[src/rtl/mem_access_ctrl.sv]
// Request-side controller for a single-port data RAM: core load/store handshake,
// registered RAM strobes, one-cycle read-latency absorption and a constant-fill sweep.
module mem_access_ctrl #(
    parameter int unsigned        ADDR_W = 4,
    parameter int unsigned        DATA_W = 8,
    parameter logic [DATA_W-1:0]  FILL   = '0
) (
    input  logic              clock,
    input  logic              reset_n,
    input  logic              req_valid,
    output logic              req_ready,
    input  logic              req_write,
    input  logic [ADDR_W-1:0] req_addr,
    input  logic [DATA_W-1:0] req_wdata,
    output logic              resp_valid,
    input  logic              resp_ready,
    output logic [DATA_W-1:0] resp_data,
    input  logic              init_start,
    output logic              busy,
    output logic [ADDR_W-1:0] ram_address,
    output logic [DATA_W-1:0] ram_dataIn,
    output logic              ram_we,
    output logic              ram_rd,
    input  logic [DATA_W-1:0] ram_dataOut
);

    localparam logic [2:0] IDLE    = 3'd0;
    localparam logic [2:0] WRITE   = 3'd1;
    localparam logic [2:0] READ    = 3'd2;
    localparam logic [2:0] CAPTURE = 3'd3;
    localparam logic [2:0] RESP    = 3'd4;
    localparam logic [2:0] INIT    = 3'd5;

    localparam logic [ADDR_W-1:0] LAST_ADDR = {ADDR_W{1'b1}};

    logic [2:0]        state_q, state_d;
    logic [ADDR_W-1:0] ram_address_q, ram_address_d;
    logic [DATA_W-1:0] ram_data_in_q, ram_data_in_d;
    logic              ram_we_q, ram_we_d;
    logic              ram_rd_q, ram_rd_d;
    logic              resp_valid_q, resp_valid_d;
    logic [DATA_W-1:0] resp_data_q, resp_data_d;
    logic [ADDR_W-1:0] cnt_q, cnt_d;

    // init_start wins over a same-cycle request, so the request must not see ready.
    assign req_ready = (state_q == IDLE) && !init_start;
    assign busy      = (state_q != IDLE);

    always_comb begin
        state_d       = state_q;
        ram_address_d = ram_address_q;
        ram_data_in_d = ram_data_in_q;
        ram_we_d      = 1'b0;
        ram_rd_d      = 1'b0;
        resp_valid_d  = resp_valid_q;
        resp_data_d   = resp_data_q;
        cnt_d         = cnt_q;

        case (state_q)
            IDLE: begin
                if (init_start) begin
                    state_d       = INIT;
                    ram_we_d      = 1'b1;
                    ram_address_d = '0;
                    ram_data_in_d = FILL;
                    cnt_d         = '0;
                end else if (req_valid) begin
                    ram_address_d = req_addr;
                    if (req_write) begin
                        state_d       = WRITE;
                        ram_we_d      = 1'b1;
                        ram_data_in_d = req_wdata;
                    end else begin
                        state_d  = READ;
                        ram_rd_d = 1'b1;
                    end
                end
            end
            WRITE: state_d = IDLE;
            READ:  state_d = CAPTURE;
            CAPTURE: begin
                // RAM registered its output on the READ edge; it is valid now.
                resp_data_d  = ram_dataOut;
                resp_valid_d = 1'b1;
                state_d      = RESP;
            end
            RESP: begin
                if (resp_ready) begin
                    resp_valid_d = 1'b0;
                    state_d      = IDLE;
                end
            end
            INIT: begin
                if (cnt_q == LAST_ADDR) begin
                    state_d = IDLE;
                    cnt_d   = '0;
                end else begin
                    cnt_d         = cnt_q + 1'b1;
                    ram_address_d = cnt_q + 1'b1;
                    ram_data_in_d = FILL;
                    ram_we_d      = 1'b1;
                end
            end
            default: state_d = IDLE;
        endcase
    end

    always_ff @(posedge clock) begin
        if (!reset_n) begin
            state_q       <= IDLE;
            ram_address_q <= '0;
            ram_data_in_q <= '0;
            ram_we_q      <= 1'b0;
            ram_rd_q      <= 1'b0;
            resp_valid_q  <= 1'b0;
            resp_data_q   <= '0;
            cnt_q         <= '0;
        end else begin
            state_q       <= state_d;
            ram_address_q <= ram_address_d;
            ram_data_in_q <= ram_data_in_d;
            ram_we_q      <= ram_we_d;
            ram_rd_q      <= ram_rd_d;
            resp_valid_q  <= resp_valid_d;
            resp_data_q   <= resp_data_d;
            cnt_q         <= cnt_d;
        end
    end

    assign ram_address = ram_address_q;
    assign ram_dataIn  = ram_data_in_q;
    assign ram_we      = ram_we_q;
    assign ram_rd      = ram_rd_q;
    assign resp_valid  = resp_valid_q;
    assign resp_data   = resp_data_q;

endmodule
[config.mk]
export PLATFORM = sky130hd
export DESIGN_NAME = mem_access_ctrl
export DESIGN_NICKNAME = d
export VERILOG_FILES = /design/src/rtl/mem_access_ctrl.sv
export SDC_FILE = /design/constraint.sdc
export NUM_CORES = 1
export LEC_CHECK = 0
export CAP_MARGIN = 40
export CORE_UTILIZATION = 25
export CTS_CLUSTER_DIAMETER = 200
export DETAILED_ROUTE_END_ITERATION = 8
export HOLD_SLACK_MARGIN = 0.12
export REMOVE_ABC_BUFFERS = 1
export SLEW_MARGIN = 10
export SYNTH_ARGS = -nofsm -noshare
export SYNTH_HDL_FRONTEND = slang
export SYNTH_SLANG_ARGS = --single-unit
export TNS_END_PERCENT = 20
[constraint.sdc]
create_clock -name clock -period 1.7 [get_ports clock]
set_clock_uncertainty 0.05 [all_clocks]
set_input_delay 0.34 -clock clock [delete_from_list [all_inputs] [get_ports clock]]
set_output_delay 0.34 -clock clock [all_outputs]
set_load 0.03 [all_outputs]
==> key figures, run 1 <==
Power and ir drop
  – Worst IR drop on VDD: 0.521 mV
  – Pleak: 0.00115 uW
  – PD cells: 920 nW/um2
  – Pwr Total: 2000 uW

Global routing
  – Vias in the first global route: 1359
  – Grt ovf: 0
  – Global-route wire length before repair: 6560 um
  – Largest net degree at the start of global routing: 17
  – Tot GR Track Use: 0.140
  – Initial antenna violation count: 0

Setup path
  – Worst Setup Path Type: register to output pin
  – CP peak stage delay: 670 ps
  – Data arrival, critical path: 1280 ps
  – CP startpoint kind: register
  – Crit end category: output pin
  – CP max stage cell: clkdlybuf4s50_1
  – Crit-path leading delay family: buffers and inverters
  – WP buf/inv: 1
  – CP max FO: 2
  – Cell Chain, Critical Path: clkdlybuf4s50_1
  – Critical Path RT: 1310 ps

Timing
  – Min Tclk post-route: 1670 ps
  – Unrepaired setup endpoints after global routing: false
  – Fmax: 0.600 GHz
  – Hold_ws: 405 ps
  – Setup ws final: 32.5 ps
  – Max-Slew Margin vs Limit: 0.769
  – Slew Limit Fails: 0
  – Final Setup Violations: 0
  – Tcrit/Tclk final: 0.981
  – Final hold vios: 0
  – Slew @ Worst Pin: 346 ps

Logic synthesis
  – Seq/Total Area, Yosys: 0.434
  – Area leader, netlist: dfxtp_1
  – Synth cell types: 37
  – Async set or reset register ratio after synthesis: 0
  – Seq cells post-synth: 30
  – Yosys top cell area share: 0.434
  – Main synth FF type: dfxtp_1
  – Synth warn: 0
  – Cells after synthesis: 161
  – Mapped cell area: 1390 um2
  – Synth cell count leaders: dfxtp_1, nand2_1, nand3_1
  – Number of flops mapped to enable cells by yosys: 0
  – Top-count cell post-synth: dfxtp_1
  – Mapped Avg Cell Area: 8.60 um2
  – Top cells by area, synth: dfxtp_1, nand2_1, o21ai_2, nand3_1, a21boi_0

CTS
  – CTS H-tree depth: 2
  – Root Driver: clkbuf_8
  – Clock slew at reported path FFs: 60 ps
  – Clock Sinks: 30
  – Worst-skew pair later-pin latency: 280 ps
  – TritonCTS clock tree: built
  – Hold-fix buffer count after cts: 0
  – CTS buffer count: 5
  – CTS max path bufs: 2

Placed design
  – Port bufs: 50
  – Placed cell area: 2030 um2
  – Worst slack, placed: -182 ps
  – GP Congestion: 0.760
  – DP Wirelength: 2670 um

Drt
  – Post-DRT Antenna Nets: 0
  – Iter 0 DRT Violations: 46
  – Post-DR wirelength/cell: 13.0 um
  – Pre-antenna DRT Iters: 4
  – Via density: 4.63
  – Final WL: 3830 um
  – Routed via count: 1365
  – DRC violations left: 0

Status
  – Outcome: finished clean

Layout
  – Filler cells: 555
  – Share of layout cells above drive strength 1: 0.187
  – # diodes: 0
  – Core occupancy in the finished layout: 0.418
  – NumNets Final: 251
  – Area Growth Syn to Fin: 57.2%
  – Final instance area: 2180 um2

Die
  – Io pins: 51
  – Full die area: 5840 um2
  – Core Rows: 26
  – Die height: 76.4 um
  – Starting Density: 0.266
  – Die Wd: 76.4 um
  – Core Area: 5200 um2

Job
  – Max cap viols: 0

Hold path
  – Min-delay worst type: register to register
-- area by class of cell --
| cell class | count | area [um2] | share of cell area |
|---|---|---|---|
| inverters | 3 | 11.3 | 0.00517 |
| repair buffers | 68 | 673 | 0.309 |
| flip-flops and latches | 30 | 604 | 0.278 |
| well taps | 70 | 87.6 | 0.0402 |
| clock inverters | 1 | 5.00 | 0.00230 |
| clock buffers | 7 | 86.3 | 0.0397 |
| multi-input cells | 116 | 709 | 0.326 |
-- cell families (layout without fill, tap and decap cells) --
logic type	count (synthesis)	in the layout	share of synthesized area
XOR/XNOR	2	2	0.0126
buffers and inverters	15	79	0.0614
adder cells (fa/ha/maj)	1	1	0.00903
AND/OR/NAND/NOR	74	74	0.274
AO/OA/AOI/OAI	39	39	0.210
flip-flops	30	30	0.434
-- metal layers --
layer	track usage	vias up	part of all wire
li1	-	691	-
met1	0.186	629	0.48
met2	0.209	40	0.45
met3	0.0419	5	0.055
met4	0.0577	0	0.011
met5	0	-	0
-- worst register-to-register path: stages, from the launching register on --
cell,delay (ps)
dfxtp_1,330
ha_1,200
and3_1,220
o22ai_4,170
buf_4,220
nor2_1,50
a211oi_1,210
-- registers in the layout, summed over array words and instances (netlist names) --
name	count
state_q	3
resp_valid	1
ram_we	1
cnt_q	4
ram_address	4
ram_dataIn	8
ram_rd	1
resp_data	8
-- path summary, 6_finish.rpt --
path | from | end | slack (ps) | depth (start not counted)
setup / recovery | ram_address[3] | ram_address[3] | 30 | 1
hold reg to reg | resp_data[3] | resp_data[3] | 410 | 2
hold / removal | resp_data[3] | resp_data[3] | 410 | 2
setup reg to reg | cnt_q[1] | ram_address[2] | 170 | 6
-- what timing repair did --
action                     in CTS  in global routing
hold endpoints to repair        0                  0
setup endpoints to repair      10                 19
resized for setup               3                 22
pin swaps                       0                  1
buffers inserted                0                  0
gates cloned                    0                  0
-- per-stage QoR --
stage / std cells / setup TNS (ps)
2_1_floorplan: 149 / -1420
3_3_place_gp: 287 / -1180
3_5_place_dp: 287 / -1380
4_1_cts: 295 / 0
5_1_grt: 295 / 0
6_report: 295 / 0
-- power breakdown --
group	internal, uW	leakage (uW)	switching (uW)	total [uW]
registers	759	0.000245	45.3	804
clock network	326	0.0000482	266	592
logic	274	0.000859	333	608
total	1360	0.00115	644	2000
-- cell usage in the layout, fill, tap and decap left out, types with 2 or more instances in the layout --
cell             netlist  layout
inv_1                  2       2
nand2_1               22      22
clkbuf_8               0       6
a31oi_1                3       3
dlygate4sd2_1          0       2
buf_4                  1      20
o21ai_2                8       8
dlymetal6s2s_1         0      18
a21oi_1                6       6
o21ai_0                5       5
dfxtp_1               30      29
clkdlybuf4s50_1        0      28
o21a_1                 2       2
a21boi_0               8       8
nor3_1                 3       3
nand4_1                8       8
nor2_1                12      11
nand3_1               13      13
and3_1                 3       3
o211a_1                2       2
nor2b_1                5       5
No activity file was read; power rests on OpenSTA's default activity.
==> inputs of run 2 (changes only) <==
--- a/config.mk
+++ b/config.mk
@@ -6,10 +6,13 @@
 export NUM_CORES = 1
 export LEC_CHECK = 0
 export CAP_MARGIN = 40
+export CORE_MARGIN = 1
 export CORE_UTILIZATION = 25
 export CTS_CLUSTER_DIAMETER = 200
 export DETAILED_ROUTE_END_ITERATION = 8
 export HOLD_SLACK_MARGIN = 0.12
+export PLACE_DENSITY = 0.53
+export RECOVER_POWER = 100
 export REMOVE_ABC_BUFFERS = 1
 export SLEW_MARGIN = 10
 export SYNTH_ARGS = -nofsm -noshare
==> run 2 against run 1 <==
Net effect: cell area down 8.3%; total power down 4.0%; die area is the same.
==> key figures, run 2 (synthesis gave the netlist of run 1 again) <==
Status
  – Outcome: finished clean

Placed design
  – Worst slack, placed: -182 ps (+0.0210 ps)
  – DP Wirelength: 2650 um (-0.66%)
  – GP Congestion: 0.767 (+0.97%)
  – Port bufs: 50 (unchanged)

Drt
  – Final WL: 3670 um (-4.2%)
  – Wire length on met1: 1850 um (+0.43%)
  – WL met3: 194 um (-8.5%)
  – Highest routed metal layer: met4
  – Via density: 4.62 (-0.22%)
  – Pre-antenna DRT Iters: 4 (unchanged)
  – Routed via count: 1362 (-0.22%)
  – DRC violations left: 0 (unchanged)
  – Post-DR wirelength/cell: 12.4 um (-4.2%)
  – Post-DRT Antenna Nets: 0 (unchanged)
  – Routed wl met2: 1570 um (-9.3%)
  – Iter 0 DRT Violations: 69 (+50%)

Setup path
  – Worst R2R Setup Slack: 100 ps (-70 ps)
  – Crit-path leading delay family: buffers and inverters
  – WP buf/inv: 1 (unchanged)
  – CP max stage cell: clkdlybuf4s50_1
  – Crit end category: output pin
  – Worst Setup Path Type: register to output pin
  – Reg-to-Reg Start: cnt_q[1]
  – CP startpoint kind: register
  – Cell Chain, Critical Path: clkdlybuf4s50_1
  – FF-to-FF path depth: 6 (unchanged)
  – CP max FO: 2 (unchanged)
  – RR Endpoint: ram_address[0]
  – Data arrival, critical path: 1270 ps (about the same)
  – Critical Path RT: 1310 ps (about the same)
  – CP peak stage delay: 670 ps (about the same)

Layout
  – NumNets Final: 251 (unchanged)
  – Multi-input gate area: 671 um2 (-5.5%)
  – Share of layout cells above drive strength 1: 0.138 (-0.0489)
  – Filler cells: 595 (+7.2%)
  – Most frequent cells in the layout: clkdlybuf4s50_1, dfxtp_1, nand2_1, buf_4, clkbuf_1
  – # diodes: 0 (unchanged)
  – Most common cell after layout, fill and taps aside: clkdlybuf4s50_1
  – Register area: 601 um2 (-0.62%)
  – Area Growth Syn to Fin: 44.2%

Die
  – Io pins: 51 (unchanged)
  – Core Area: 5200 um2 (unchanged)
  – Die height: 76.4 um (unchanged)
  – Starting Density: 0.266 (unchanged)
  – Die Wd: 76.4 um (unchanged)
  – Full die area: 5840 um2 (unchanged)
  – Core Rows: 26 (unchanged)

Power and ir drop
  – Worst IR drop on VDD: 0.463 mV (-11%)
  – Pleak: 0.000786 uW (-32%)
  – PD cells: 963 nW/um2 (+4.7%)

Timing
  – Setup ws final: 40.1 ps (+7.63 ps)
  – Min Tclk post-route: 1660 ps (-7.64 ps)
  – Unrepaired setup endpoints after global routing: true
  – Final hold vios: 0 (unchanged)
  – Tcrit/Tclk final: 0.976 (-0.00449)
  – Hold_ws: 409 ps (+3.56 ps)
  – Max-Slew Margin vs Limit: 0.732 (-0.0368)
  – Slew @ Worst Pin: 404 ps (+57.5 ps)
  – Final Setup Violations: 0 (unchanged)
  – Slew Limit Fails: 0 (unchanged)
  – Fmax: 0.602 GHz (+0.46%)

Global routing
  – Tot GR Track Use: 0.136 (-0.00372)
  – Global-route wire length before repair: 6350 um (-3.2%)
  – Initial antenna violation count: 0 (unchanged)
  – Vias in the first global route: 1378 (+1.4%)
  – Grt ovf: 0 (unchanged)
  – Largest net degree at the start of global routing: 18 (+1)

Hold path
  – Hold endpoint: resp_data[0]
  – Worst Hold Path Cells: 2 (unchanged)
  – Min-delay worst type: register to register
  – HP Start: resp_data[0]

Job
  – Max cap viols: 0 (unchanged)

CTS
  – Clock slew at reported path FFs: 60 ps (about the same)
  – Post-CTS setup buffers: 0 (unchanged)
  – TritonCTS clock tree: built
  – CTS buffer count: 5 (unchanged)
  – CTS H-tree depth: 2 (unchanged)
  – Worst-skew pair later-pin latency: 280 ps (about the same)
  – Root Driver: clkbuf_8
  – Clock Sinks: 30 (unchanged)
  – CTS max path bufs: 2 (unchanged)
## run 2: cell types whose count changed in the layout (fill, tap and decap cells not counted), sizes merged
cell | before | now
buf | 20 | 19
clkbuf | 7 | 22
clkdlybuf4s50 | 28 | 31
dlygate4sd2 | 2 | 3
dlymetal6s2s | 18 | 0
## run 2: report_power, final
group	leakage [uW]	internal [uW]	switching, uW
Clock	0.0000482	326	262
Combinational	0.000493	224	317
Sequential	0.000244	758	37.5
## run 2: timing repair
| action | 4_1_cts | 5_1_grt |
|---|---|---|
| hold buffers | 0 | 0 |
| endpoints found under the hold margin | 0 | 0 |
| resized for setup | 4 | 14 |
| setup endpoints to repair | 11 | 15 |
## run 2: area by class of cell
cell class | count | area share
multi-input cells | 116 | 0.336
flip-flops and latches | 30 | 0.301
repair buffers | 68 | 0.268
well taps | 70 | 0.0439
clock buffers | 7 | 0.0432
inverters | 3 | 0.00564
clock inverters | 1 | 0.00251
## run 2: worst max-delay path by stage
stage	endpoint	startpoint	cells after the start	slack [ps]
final	resp_data[1]	resp_data[1]	1	40
after global routing	req_ready	state_q[0]	4	-20
after CTS	ram_address[2]	ram_address[2]	1	1
after detailed placement	ram_dataIn[3]	init_start	5	-180
after global placement	ram_dataIn[2]	init_start	5	-180
after floorplan	ram_dataIn[0]	state_q[1]	5	-180
## run 2: stage by stage
stage | utilization | TNS (ps) | area, um2 | std cells | power (uW)
2_1_floorplan | - | -1420 | 1310 | 149 | 1120
3_3_place_gp | 0.390 | -1660 | 2030 | 287 | 1420
3_5_place_dp | 0.390 | -1650 | 2030 | 287 | 1420
4_1_cts | 0.407 | 0 | 2120 | 295 | 2030
5_1_grt | 0.384 | -17.4 | 2000 | 295 | 2050
6_report | 0.384 | 0 | 2000 | 295 | 1920
## run 2: per-layer routing
metal,up-vias,global-route usage
met5,-,0
met3,8,0.0395
met1,620,0.175
met4,0,0.0577
met2,48,0.212
li1,686,-
==> inputs of run 3 (changes only) <==
--- a/config.mk
+++ b/config.mk
@@ -7,13 +7,14 @@
 export LEC_CHECK = 0
 export CAP_MARGIN = 40
 export CORE_MARGIN = 1
-export CORE_UTILIZATION = 25
+export CORE_UTILIZATION = 47
 export CTS_CLUSTER_DIAMETER = 200
 export DETAILED_ROUTE_END_ITERATION = 8
 export HOLD_SLACK_MARGIN = 0.12
-export PLACE_DENSITY = 0.53
+export PLACE_DENSITY = 0.87
 export RECOVER_POWER = 100
 export REMOVE_ABC_BUFFERS = 1
+export SETUP_SLACK_MARGIN = 0.15
 export SLEW_MARGIN = 10
 export SYNTH_ARGS = -nofsm -noshare
 export SYNTH_HDL_FRONTEND = slang
==> constraint.sdc (replaced) <==
create_clock -name clock -period 2.2 [get_ports clock]
set_clock_uncertainty 0.05 [all_clocks]
set_input_delay 0.44 -clock clock [delete_from_list [all_inputs] [get_ports clock]]
set_output_delay 0.44 -clock clock [all_outputs]
set_load 0.03 [all_outputs]
==> run 3 against run 2 <==
Net effect: wire length decreased by 3.5%; critical path depth increased by 2; via count decreased by 0.51%; first-iteration DRC count decreased by 38%; critical path type unchanged; largest power group unchanged; highest routed layer unchanged.
==> key figures, run 3 (synthesis gave the netlist of run 1 again) <==
CTS
  – Root Driver: clkbuf_4
  – CTS max path bufs: 2 (unchanged)
  – Worst-skew pair later-pin latency: 340 ps (+60 ps)
  – TritonCTS clock tree: built
  – Clock slew at reported path FFs: 100 ps (+40 ps)
  – Post-CTS setup buffers: 0 (unchanged)
  – Clock Sinks: 30 (unchanged)
  – CTS H-tree depth: 2 (unchanged)
  – Hold-fix buffer count after cts: 0 (unchanged)
  – CTS-repair resized insts: 1 (-3)
  – CTS buffer count: 5 (unchanged)

Setup path
  – CP max FO: 8 (+6)
  – FF-to-FF path depth: 5 (-1)
  – Data arrival, critical path: 1500 ps (+230 ps)
  – Critical Path RT: 1710 ps (+400 ps)
  – Worst Setup Path Type: register to output pin
  – CP startpoint kind: register
  – Crit end category: output pin

Die
  – Die Wd: 56.3 um (-26%)
  – Starting Density: 0.498 (+0.232)
  – Full die area: 3170 um2 (-46%)
  – Core Rows: 19 (-27%)
  – Die height: 56.3 um (-26%)
  – Core Area: 2780 um2 (-47%)
  – Io pins: 51 (unchanged)

Global routing
  – Largest net degree at the start of global routing: 18 (unchanged)
  – Global-route wire length before repair: 5910 um (-7.0%)
  – Vias in the first global route: 1308 (-5.1%)
  – Initial antenna violation count: 0 (unchanged)
  – Grt ovf: 0 (unchanged)
  – Tot GR Track Use: 0.244 (+0.108)

Timing
  – Setup TNS: 0 ps (unchanged)
  – Final hold vios: 0 (unchanged)
  – Hold_ws: 414 ps (+4.60 ps)
  – Max-Slew Margin vs Limit: 0.574 (-0.158)
  – Unrepaired setup endpoints after global routing: false
  – Final Setup Violations: 0 (unchanged)
  – Slew @ Worst Pin: 640 ps (+236 ps)
  – Fmax: 0.503 GHz
  – Slew Limit Fails: 0 (unchanged)
  – Setup ws final: 211 ps (+171 ps)
  – Tcrit/Tclk final: 0.904
  – Min Tclk post-route: 1990 ps

Layout
  – Most common cell after layout, fill and taps aside: dfxtp_1
  – Share of layout cells above drive strength 1: 0.125 (-0.0128)
  – NumNets Final: 242 (-3.6%)
  – Area Growth Syn to Fin: 42.1%
  – Post-Layout Cell Count: 247 (-16%)
  – # diodes: 0 (unchanged)
  – Filler cells: 236 (-60%)
  – Most frequent cells in the layout: dfxtp_1, dlygate4sd3_1, clkdlybuf4s50_1, nand2_1, nand3_1

Power and ir drop
  – Pleak: 0.000829 uW (+5.5%)
  – PD cells: 710 nW/um2 (-26%)
  – Worst IR drop on VDD: 0.669 mV (+45%)

Placed design
  – Worst slack, placed: 212 ps (+394 ps)
  – GP Congestion: 0.891 (+16%)
  – Placed cells: 239 (-17%)
  – Port bufs: 50 (unchanged)
  – DP Wirelength: 2660 um (+0.40%)

Drt
  – Final WL: 3540 um (-3.5%)
  – Routed via count: 1355 (-0.51%)
  – Post-DR wirelength/cell: 14.3 um (+15%)
  – DRC violations left: 0 (unchanged)
  – Pre-antenna DRT Iters: 4 (unchanged)
  – Iter 0 DRT Violations: 43 (-38%)
  – Via density: 5.49 (+19%)
  – Post-DRT Antenna Nets: 0 (unchanged)

Hold path
  – Worst Hold Path Cells: 2 (unchanged)
  – Min-delay worst type: register to register

Job
  – Max cap viols: 0 (unchanged)

Status
  – Outcome: finished clean
==> run 3: changes by cell type in the layout (fill, tap and decap cells not counted), sizes merged <==
cell / delta
clkbuf: -13
clkinvlp: +1
buf: -12
clkdlybuf4s50: -7
dlygate4sd2: -2
dlygate4sd3: +24
==> run 3: per-stage QoR <==
stage,utilization,cell area (um2),total power (uW)
2_1_floorplan,-,1310,869
3_3_place_gp,0.689,1920,1070
3_5_place_dp,0.689,1920,1080
4_1_cts,0.711,1980,1430
5_1_grt,0.708,1970,1470
6_report,0.708,1970,1400
==> run 3: final cells by class <==
class | instances | area, um2 | area share
multi-input cells | 116 | 699 | 0.355
well taps | 31 | 38.8 | 0.0197
repair buffers | 59 | 554 | 0.282
clock inverters | 2 | 12.5 | 0.00636
flip-flops and latches | 30 | 601 | 0.305
clock buffers | 6 | 51.3 | 0.0261
inverters | 3 | 11.3 | 0.00572
==> run 3: worst max-delay path: stages (launching register included) <==
cell	delay [ps]
dfxtp_1	500
nor3_2	100
inv_1	140
dlygate4sd2_1	420
==> run 3: path summary, 6_finish.rpt <==
path                  from             end  slack [ps]
max reg2reg     state_q[1]  ram_address[1]         260
min reg2reg  ram_dataIn[4]   ram_dataIn[4]         410
max             state_q[0]            busy         210
min          ram_dataIn[4]   ram_dataIn[4]         410
==> run 3: layer usage <==
layer | vias up | track usage | wire length, um | share of wire
met3 | 13 | 0.0783 | 278 | 0.078
li1 | 677 | - | - | -
met2 | 68 | 0.389 | 1690 | 0.48
met4 | 0 | 0.0976 | 99 | 0.028
met5 | - | 0 | 0 | 0
met1 | 597 | 0.306 | 1480 | 0.42
==> run 3: report_power, final <==
part | total, uW | internal, uW | switching (uW)
registers | 613 | 585 | 28.3
clock network | 348 | 153 | 195
logic | 436 | 179 | 257
